### src/rtl/trdb_packet_arbiter_if.sv
// Requester-side and sink-side stream signals of trdb_packet_arbiter, grouped as one bundle.
// The arbiter uses the master modport and the surrounding producers/sink use the slave modport.
interface trdb_packet_arbiter_if #(
  parameter int NREQ = 2,
  parameter int XLEN = 32
);
  logic [NREQ-1:0]      req_valid_i;
  logic [NREQ-1:0]      req_last_i;
  logic [NREQ*XLEN-1:0] req_word_i;
  logic [NREQ-1:0]      req_ready_o;
  logic [XLEN-1:0]      packet_word_o;
  logic                 packet_word_valid_o;
  logic                 packet_word_last_o;
  logic                 grant_i;

  modport master (
    input  req_valid_i, req_last_i, req_word_i, grant_i,
    output req_ready_o, packet_word_o, packet_word_valid_o, packet_word_last_o
  );

  modport slave (
    output req_valid_i, req_last_i, req_word_i, grant_i,
    input  req_ready_o, packet_word_o, packet_word_valid_o, packet_word_last_o
  );
endinterface

### src/rtl/trdb_packet_arbiter.sv
// Round-robin packet arbiter: NREQ producers share one trace word stream, packets never interleave,
// one output register stage (1-cycle latency, 1 word/cycle). Optional counters under TRDB_ARB_STATS_EN.
module trdb_packet_arbiter #(
  parameter int NREQ = 2,
  parameter int XLEN = 32,
  parameter int CNTW = 16
) (
  input  logic                     clk_i,
  input  logic                     rst_ni,
  input  logic                     enable_i,
  trdb_packet_arbiter_if.master    bus,
  output logic [$clog2(NREQ)-1:0]  owner_o,
  output logic                     busy_o,
  input  logic                     clear_stats_i,
  output logic [NREQ*CNTW-1:0]     pkt_count_o
);
  localparam int PW = $clog2(NREQ);

  typedef enum logic {IDLE, LOCKED} state_e;

  state_e          state_q, state_d;
  logic [PW-1:0]   ptr_q, ptr_d;
  logic [PW-1:0]   owner_q, owner_d;
  logic [XLEN-1:0] word_q, word_d;
  logic            last_q, last_d;
  logic            vld_q, vld_d;

  logic            space;
  logic            win_found;
  logic [PW-1:0]   win_idx;
  logic [PW-1:0]   cand;
  logic [PW-1:0]   sel;
  logic [NREQ-1:0] ready;
  logic            accept;
  logic            acc_last;
  logic [XLEN-1:0] acc_word;

  // Wraps at NREQ-1 so non-power-of-two requester counts never reach unused indices.
  function automatic logic [PW-1:0] wrap_inc(input logic [PW-1:0] v);
    return (v == PW'(NREQ - 1)) ? '0 : v + 1'b1;
  endfunction

  always_comb begin
    win_found = 1'b0;
    win_idx   = ptr_q;
    cand      = ptr_q;
    for (int i = 0; i < NREQ; i++) begin
      if (!win_found && bus.req_valid_i[cand]) begin
        win_found = 1'b1;
        win_idx   = cand;
      end
      cand = wrap_inc(cand);
    end
  end

  assign space    = !vld_q || bus.grant_i;
  assign sel      = (state_q == LOCKED) ? owner_q : win_idx;
  assign accept   = |(ready & bus.req_valid_i);
  assign acc_last = bus.req_last_i[sel];
  assign acc_word = bus.req_word_i[sel*XLEN +: XLEN];

  always_comb begin
    state_d = state_q;
    ptr_d   = ptr_q;
    owner_d = owner_q;
    ready   = '0;
    case (state_q)
      IDLE:    if (win_found && enable_i && space) ready[win_idx] = 1'b1;
      LOCKED:  if (space) ready[owner_q] = 1'b1;
      default: ;
    endcase
    if (accept) begin
      owner_d = sel;
      if (acc_last) begin
        state_d = IDLE;
        ptr_d   = wrap_inc(sel);
      end else begin
        state_d = LOCKED;
      end
    end
  end

  always_comb begin
    vld_d  = vld_q;
    word_d = word_q;
    last_d = last_q;
    if (accept) begin
      vld_d  = 1'b1;
      word_d = acc_word;
      last_d = acc_last;
    end else if (bus.grant_i) begin
      vld_d  = 1'b0;
    end
  end

  always_ff @(posedge clk_i or negedge rst_ni) begin
    if (!rst_ni) begin
      state_q <= IDLE;
      ptr_q   <= '0;
      owner_q <= '0;
      word_q  <= '0;
      last_q  <= 1'b0;
      vld_q   <= 1'b0;
    end else begin
      state_q <= state_d;
      ptr_q   <= ptr_d;
      owner_q <= owner_d;
      word_q  <= word_d;
      last_q  <= last_d;
      vld_q   <= vld_d;
    end
  end

  assign bus.req_ready_o         = ready;
  assign bus.packet_word_o       = word_q;
  assign bus.packet_word_last_o  = last_q;
  assign bus.packet_word_valid_o = vld_q;
  assign owner_o                 = owner_q;
  assign busy_o                  = (state_q == LOCKED);

`ifdef TRDB_ARB_STATS_EN
  logic [CNTW-1:0] cnt_q [NREQ];

  // Clear wins over a same-cycle increment; counters stick at all-ones.
  always_ff @(posedge clk_i or negedge rst_ni) begin
    if (!rst_ni) begin
      for (int k = 0; k < NREQ; k++) cnt_q[k] <= '0;
    end else if (clear_stats_i) begin
      for (int k = 0; k < NREQ; k++) cnt_q[k] <= '0;
    end else if (accept && acc_last && (cnt_q[sel] != '1)) begin
      cnt_q[sel] <= cnt_q[sel] + 1'b1;
    end
  end

  for (genvar k = 0; k < NREQ; k++) begin : g_cnt
    assign pkt_count_o[k*CNTW +: CNTW] = cnt_q[k];
  end
`else
  logic unused_clear_stats;
  assign unused_clear_stats = clear_stats_i;
  assign pkt_count_o        = '0;
`endif
endmodule

### src/flat_wrapper.sv
// flat-port wrapper written by rule: the top's interface ports become plain ports
module trdb_packet_arbiter_flat 
#(
  parameter int NREQ = 2,
  parameter int XLEN = 32,
  parameter int CNTW = 16
)
  (clk_i, rst_ni, enable_i, owner_o, busy_o, clear_stats_i, pkt_count_o, bus_req_valid_i, bus_req_last_i, bus_req_word_i, bus_grant_i, bus_req_ready_o, bus_packet_word_o, bus_packet_word_valid_o, bus_packet_word_last_o);
  trdb_packet_arbiter_if #(.NREQ(NREQ), .XLEN(XLEN)) bus_i ();
  input  logic clk_i;
  input  logic rst_ni;
  input  logic enable_i;
  output logic [$clog2(NREQ)-1:0] owner_o;
  output logic busy_o;
  input  logic clear_stats_i;
  output logic [NREQ*CNTW-1:0] pkt_count_o;
  input wire logic [$bits(bus_i.req_valid_i)-1:0] bus_req_valid_i;
  input wire logic [$bits(bus_i.req_last_i)-1:0] bus_req_last_i;
  input wire logic [$bits(bus_i.req_word_i)-1:0] bus_req_word_i;
  input wire logic [$bits(bus_i.grant_i)-1:0] bus_grant_i;
  output wire logic [$bits(bus_i.req_ready_o)-1:0] bus_req_ready_o;
  output wire logic [$bits(bus_i.packet_word_o)-1:0] bus_packet_word_o;
  output wire logic [$bits(bus_i.packet_word_valid_o)-1:0] bus_packet_word_valid_o;
  output wire logic [$bits(bus_i.packet_word_last_o)-1:0] bus_packet_word_last_o;
  assign bus_i.req_valid_i = bus_req_valid_i;
  assign bus_i.req_last_i = bus_req_last_i;
  assign bus_i.req_word_i = bus_req_word_i;
  assign bus_i.grant_i = bus_grant_i;
  assign bus_req_ready_o = bus_i.req_ready_o;
  assign bus_packet_word_o = bus_i.packet_word_o;
  assign bus_packet_word_valid_o = bus_i.packet_word_valid_o;
  assign bus_packet_word_last_o = bus_i.packet_word_last_o;
  trdb_packet_arbiter #(.NREQ(NREQ), .XLEN(XLEN), .CNTW(CNTW)) u_core (.clk_i(clk_i), .rst_ni(rst_ni), .enable_i(enable_i), .bus(bus_i), .owner_o(owner_o), .busy_o(busy_o), .clear_stats_i(clear_stats_i), .pkt_count_o(pkt_count_o));
endmodule
### config.mk
export PLATFORM = sky130hd
export DESIGN_NAME = trdb_packet_arbiter_flat
export DESIGN_NICKNAME = d
export VERILOG_FILES = /design/src/rtl/trdb_packet_arbiter_if.sv /design/src/rtl/trdb_packet_arbiter.sv /design/src/flat_wrapper.sv
export SDC_FILE = /design/constraint.sdc
export NUM_CORES = 1
export LEC_CHECK = 0
export ABC_CLOCK_PERIOD_IN_PS = 4100
export CAP_MARGIN = 0
export CORE_ASPECT_RATIO = 2
export CORE_MARGIN = 2
export CORE_UTILIZATION = 40
export CTS_CLUSTER_DIAMETER = 40
export DETAILED_ROUTE_END_ITERATION = 8
export PLACE_DENSITY_LB_ADDON = 0.1
export SLEW_MARGIN = 20
export SYNTH_ARGS = -nofsm -noshare
export SYNTH_HDL_FRONTEND = slang
export SYNTH_SLANG_ARGS = --single-unit
### constraint.sdc
create_clock -name clk_i -period 4.1 [get_ports clk_i]
set_input_delay 0.615 -clock clk_i [delete_from_list [all_inputs] [get_ports clk_i]]
set_output_delay 0.615 -clock clk_i [all_outputs]
set_load 0.05 [all_outputs]
[After elaboration in Yosys (flattened, before gate mapping)]
Index checks and enable logic that the tools add are counted.
Word-level totals
  bits in registers: 37
  bits in latches: 0
  memory bits (writable): 0
  bits in read-only memories: 0
  word-level logic and storage cells: 51
  memories kept: 0
Cells by class
  add/sub/neg operators: 2
  multipliers: 0
  div/mod/pow operators: 0
  order comparisons: 7
  equal/unequal tests: 0
  shift operators: 1
  muxes and demuxes: 22
  bitwise logic cells: 2
  reductions and logical operators: 11
Operators by type and width (number)
  $shiftx A64 B7 Y32: 1
  $mux W1: 17
  $lt A1 B2 Y1 const B: 5
  $logic_and A1 B1 Y1: 5
  $mux W2: 2
  $pmux W2 S2: 1
  $add A1 B1 Y1 const B: 2
  $and A2 B2 Y2: 1
  $demux W1 S1: 2
  $ge A1 B1 Y1 const B: 2
  $logic_not A1 Y1: 2
  $reduce_and A2 Y1: 1
  $reduce_bool A2 Y1: 1
  $reduce_or A2 Y1: 1
  $logic_or A1 B1 Y1: 1
  $not A1 Y1: 1

[Depth between registers and ports, before layout]
  word-level depth: 15
  depth in mapped cells: 7
  mapped depth without buffers: 5

[Least setup slack after synthesis]
Ideal clock, no wire load.
  path type: register to output
  start point: register u_core.state_q, in the netlist u_core.busy_o
  end point: output port bus_req_ready_o[1]
  data arrival time: 1852 ps
  data required time: 3485 ps
  slack: 1633 ps
  cell stages (with the launch flop): 4
  path buffers: 1
  cells stage by stage: dfrtp_1 -> mux2i_4 -> buf_2 -> nor2_1
On the way
  cells in the longest elaborated chain, start to end: 2
RTL lines
  start, declared: RTL line trdb_packet_arbiter.sv:21  | state_e state_q, state_d;
  start signal, assigned: RTL line trdb_packet_arbiter.sv:105  | state_q <= state_d;
  $not A1 Y1
  $pmux W2 S2 (*): RTL line trdb_packet_arbiter.sv:67  | case (state_q)
  end, declared: RTL line flat_wrapper.sv:21  | output wire logic [$bits(bus_i.req_ready_o)-1:0] bus_req_ready_o;
Mark *: on every way between the ends. The rest lies on a longest branch, timed or not.

[Worst setup path in the final report]
  start point: input port bus_req_valid_i[0]
  end point: output port bus_req_ready_o[1]
On the way
  cells in the longest elaborated chain, start to end: 12
  elaborated cells between the ends (all ways): 18
  classes of those cells: 2 x order compare; 11 x mux; 5 x reduce/logical
RTL lines
  start, declared: RTL line flat_wrapper.sv:17  | input wire logic [$bits(bus_i.req_valid_i)-1:0] bus_req_valid_i;
  $mux W1 (implied by the code) (2 in a row): RTL line trdb_packet_arbiter.sv:48  | if (!win_found && bus.req_valid_i[cand]) begin
  $mux W1: RTL line trdb_packet_arbiter.sv:48
  $logic_not A1 Y1: RTL line trdb_packet_arbiter.sv:48
  $logic_and A1 B1 Y1: RTL line trdb_packet_arbiter.sv:48
  $mux W1: RTL line trdb_packet_arbiter.sv:48
  $lt A1 B2 Y1 (implied by the code) or $ge A1 B1 Y1 (tied branches): RTL line trdb_packet_arbiter.sv:68  | IDLE: if (win_found && enable_i && space) ready[win_idx] = 1'b1;
  $logic_and A1 B1 Y1 (implied by the code): RTL line trdb_packet_arbiter.sv:68
  $mux W1 (implied by the code): RTL line trdb_packet_arbiter.sv:68
  $demux W1 S1
  $mux W2 (*): RTL line trdb_packet_arbiter.sv:68
  $pmux W2 S2 (*): RTL line trdb_packet_arbiter.sv:67
Mark *: on every way between the ends. The rest lies on a longest branch, timed or not. The select of a mux whose other input is x is not followed.

==> out/qor.log <==
qor: sta.timing.final.max_slew_violations 0
qor: global_routing.grt_pass1_wl 7907 um
qor: placement.placement.setup.worst_slack 0.9700 ns
qor: worst_hold_path.hold_path.class input port to async pin
qor: routing.drt-initial-drc-count 34
qor: clock_network.cts-root-to-sink-buffers 2
qor: sta.timing.final.crit_period 3.076 ns
qor: sta.transition_time_at_the_pin_with_the_least_slew_margin 0.8746 ns
qor: yosys.mappedNetlistArea 2248 um2
qor: placement.placedCellCount 334
qor: placement.gp_congestion 0.6748
qor: clock_network.ctsResizeCount 0
qor: global_routing.maximum_number_of_pins_on_one_net_before_global_route_repair 38
qor: clock_network.clock_tree.root_cell clkbuf_8
qor: clock_network.post-cts-setup-buffer-count 0
qor: pwr.totalPowerFinal 3.056 mW
qor: outcome.status completed
qor: sta.fin_crit_sh 75.02%
qor: routing.first_pass_iters 4
qor: sta.setup_ws 1.024 ns
qor: yosys.synth.ff_latch_count 37
qor: placement.buffer_ports.inserted 109
qor: critical_path.path_class input port to output port
qor: sta.max_freq 0.3251 GHz
qor: routing.route.antenna.remaining_nets 0
qor: die.die_w 57.02 um
qor: pwr.power_density 915.2 nW/um2
qor: pwr.power.static_leakage 1.469 nW
qor: routing.route.final.wire_length 5032 um
qor: job.timing.max_cap.violations 0
qor: global_routing.vias_in_the_first_global_route 1703
qor: pwr.switching_power 1.425 mW
qor: yosys.synth.top_cell.area_share 41.18%
qor: clock_network.hold_buf_count_cts 0
qor: sta.setup_viol 0
qor: sta.grt_setup_unrepaired false
qor: die.start_util 41.48%
qor: die.dieArea 6273 um2
qor: pwr.swShare 46.62%
qor: yosys.syn_area_per_cell 13.15 um2
qor: pwr.power.internal 1.631 mW
qor: yosys.synthesis.instances 171
qor: critical_path.crit_fanout 36
qor: cells_and_area.mostFrequentLayoutCells clkdlybuf4s50_1, mux2_2, dfrtp_1, conb_1, mux2_4
qor: cells_and_area.n_antenna_cell 0
qor: pwr.vdd_ir_drop_max 0.0006468 V
qor: cells_and_area.finish.cell_count_without_fillers 341
qor: routing.via_count 1586
qor: yosys.synth_cell_types 23
qor: die.overall_die_height 110.0 um
qor: yosys.synth.area.top_cells dfrtp_1, mux2_2, mux2_4
qor: cells_and_area.final_net_count 354
qor: yosys.yosysSeqAreaShare 41.18%
qor: routing.vias_per_cell 4.651
qor: critical_path.timing.critical_path.arrival 2.46 ns
qor: sta.finalClockSkew 0.003921 ns
qor: sta.max-slew-margin-rel 41.54%
qor: sta.fin_tns_setup 0 ns
qor: clock_network.cts_tree done
qor: routing.avgRoutedWirePerCell 14.76 um
qor: die.ioPinCount 143
qor: critical_path.required 3.48 ns
qor: yosys.synth_top_area_cell dfrtp_1
qor: cells_and_area.area_growth 48.53%
qor: clock_network.numClockSinks 37
qor: clock_network.cts_inserted_buffers 5
qor: critical_path.critPathLaunchType input port
qor: critical_path.critical_path_endpoint_category output port
qor: cells_and_area.commonest_non_fill_non_tap_cell_in_the_layout clkdlybuf4s50_1
qor: pwr.clock_power_share 8.4%
qor: placement.post-dp-hpwl 3844 um
qor: clock_network.insertion_delay 0.28 ns
qor: clock_network.cts.clk_slew.worst_paths 0.07 ns
qor: sta.timing_hold_violations_final 0
qor: pwr.pwr-share-comb 69.6%
qor: clock_network.htree_num_levels 2
qor: cells_and_area.layout-drive-gt1-share 28.83%
qor: pwr.power.sequential.fraction 22.1%
qor: global_routing.globalRoute.totalOverflow 0
qor: yosys.synth_warnings 0
qor: die.design.core.area 5420 um2
qor: global_routing.globalRouteTotalUtil 16.42%
qor: global_routing.antenna_violations_before_repair 0
qor: die.core.rowCount 38
qor: routing.route.detailed.drc 0
[flip-flops by register name, indices dropped and copies added, names as in the netlist]
name / flops
u_core.bus.packet_word_o: 32
u_core.bus.packet_word_last_o: 1
u_core.bus.packet_word_valid_o: 1
u_core.busy_o: 1
u_core.owner_o: 1
u_core.ptr_q: 1
[power by group through the flow]
stage,logic (mW),clock network [mW],registers [mW]
2_1_floorplan,0.952,0,1.31
3_3_place_gp,2.14,0,0.674
3_5_place_dp,2.15,0,0.678
4_1_cts,2.16,0.268,0.677
5_1_grt,2.23,0.281,0.700
6_report,2.13,0.256,0.674
[per-layer routing]
layer,share of wire [%],vias to the layer above,track usage (%)
li1,-,742,-
met1,34,764,17.70
met2,58,76,30.62
met3,6.9,4,3.734
met4,0.95,0,5.980
met5,0,-,0
[path summary, 6_finish.rpt]
path,from,end,slack (ns),cells past startpoint
hold reg to reg,u_core.bus.packet_word_o[16],u_core.bus.packet_word_o[16],0.50,1
setup reg to reg,u_core.bus.packet_word_valid_o,u_core.bus.packet_word_o[20],1.75,5
max in group asynchronous,rst_ni,u_core.bus.packet_word_o[15],3.15,1
min in group clk_i,u_core.bus.packet_word_o[16],u_core.bus.packet_word_o[16],0.50,1
hold / removal,rst_ni,u_core.bus.packet_word_o[24],0.42,1
setup / recovery,bus_req_valid_i[0],bus_req_ready_o[1],1.02,7
[layout make-up]
type                    count  area (um2)
inverters                   4       15.01
fillers                   462        2081
multi-input cells         122        1139
well taps                  60       75.07
clock buffers               7       86.33
repair buffers            111        1099
flip-flops and latches     37       925.9
[stage by stage]
stage | area [um2] | hold WS [ns] | utilization (%)
6_report | 3339 | 0.4222 | 61.61
5_1_grt | 3339 | 0.4910 | 61.61
4_1_cts | 3339 | 0.4548 | 61.61
3_5_place_dp | 3253 | 0.4915 | 60.02
3_3_place_gp | 3253 | 0.4900 | 60.02
2_1_floorplan | 2365 | 0.3194 | -
[synthesized netlist by cell type, drive strengths merged]
library cell,count
mux2,66
buf,39
dfrtp,37
nor2,7
inv,4
a21oi,3
mux2i,2
o211ai,2
a211oi,1
conb,1
maj3,1
nand2,1
nand2b,1
nor2b,1
o211a,1
o21ai,1
o21ba,1
o21bai,1
or2,1
[critical path: stages]
cell	delay, ns
clkdlybuf4s50_1	0.53
inv_1	0.06
maj3_2	0.31
mux2i_4	0.19
buf_4	0.45
nor2_1	0.10
buf_4	0.20
[logic make-up (layout without fill, tap and decap cells)]
| family | after synthesis | after routing | synth area share (%) |
|---|---|---|---|
| other cells | 1 | 32 | 0.1668 |
| mux | 68 | 68 | 39.01 |
| compound gates | 10 | 10 | 3.116 |
| flops | 37 | 37 | 41.18 |
| fa+ha+maj | 1 | 1 | 0.5008 |
| simple gates | 11 | 11 | 2.171 |
| buf+inv | 43 | 122 | 13.86 |
No activity file was read; power rests on OpenSTA's default activity.
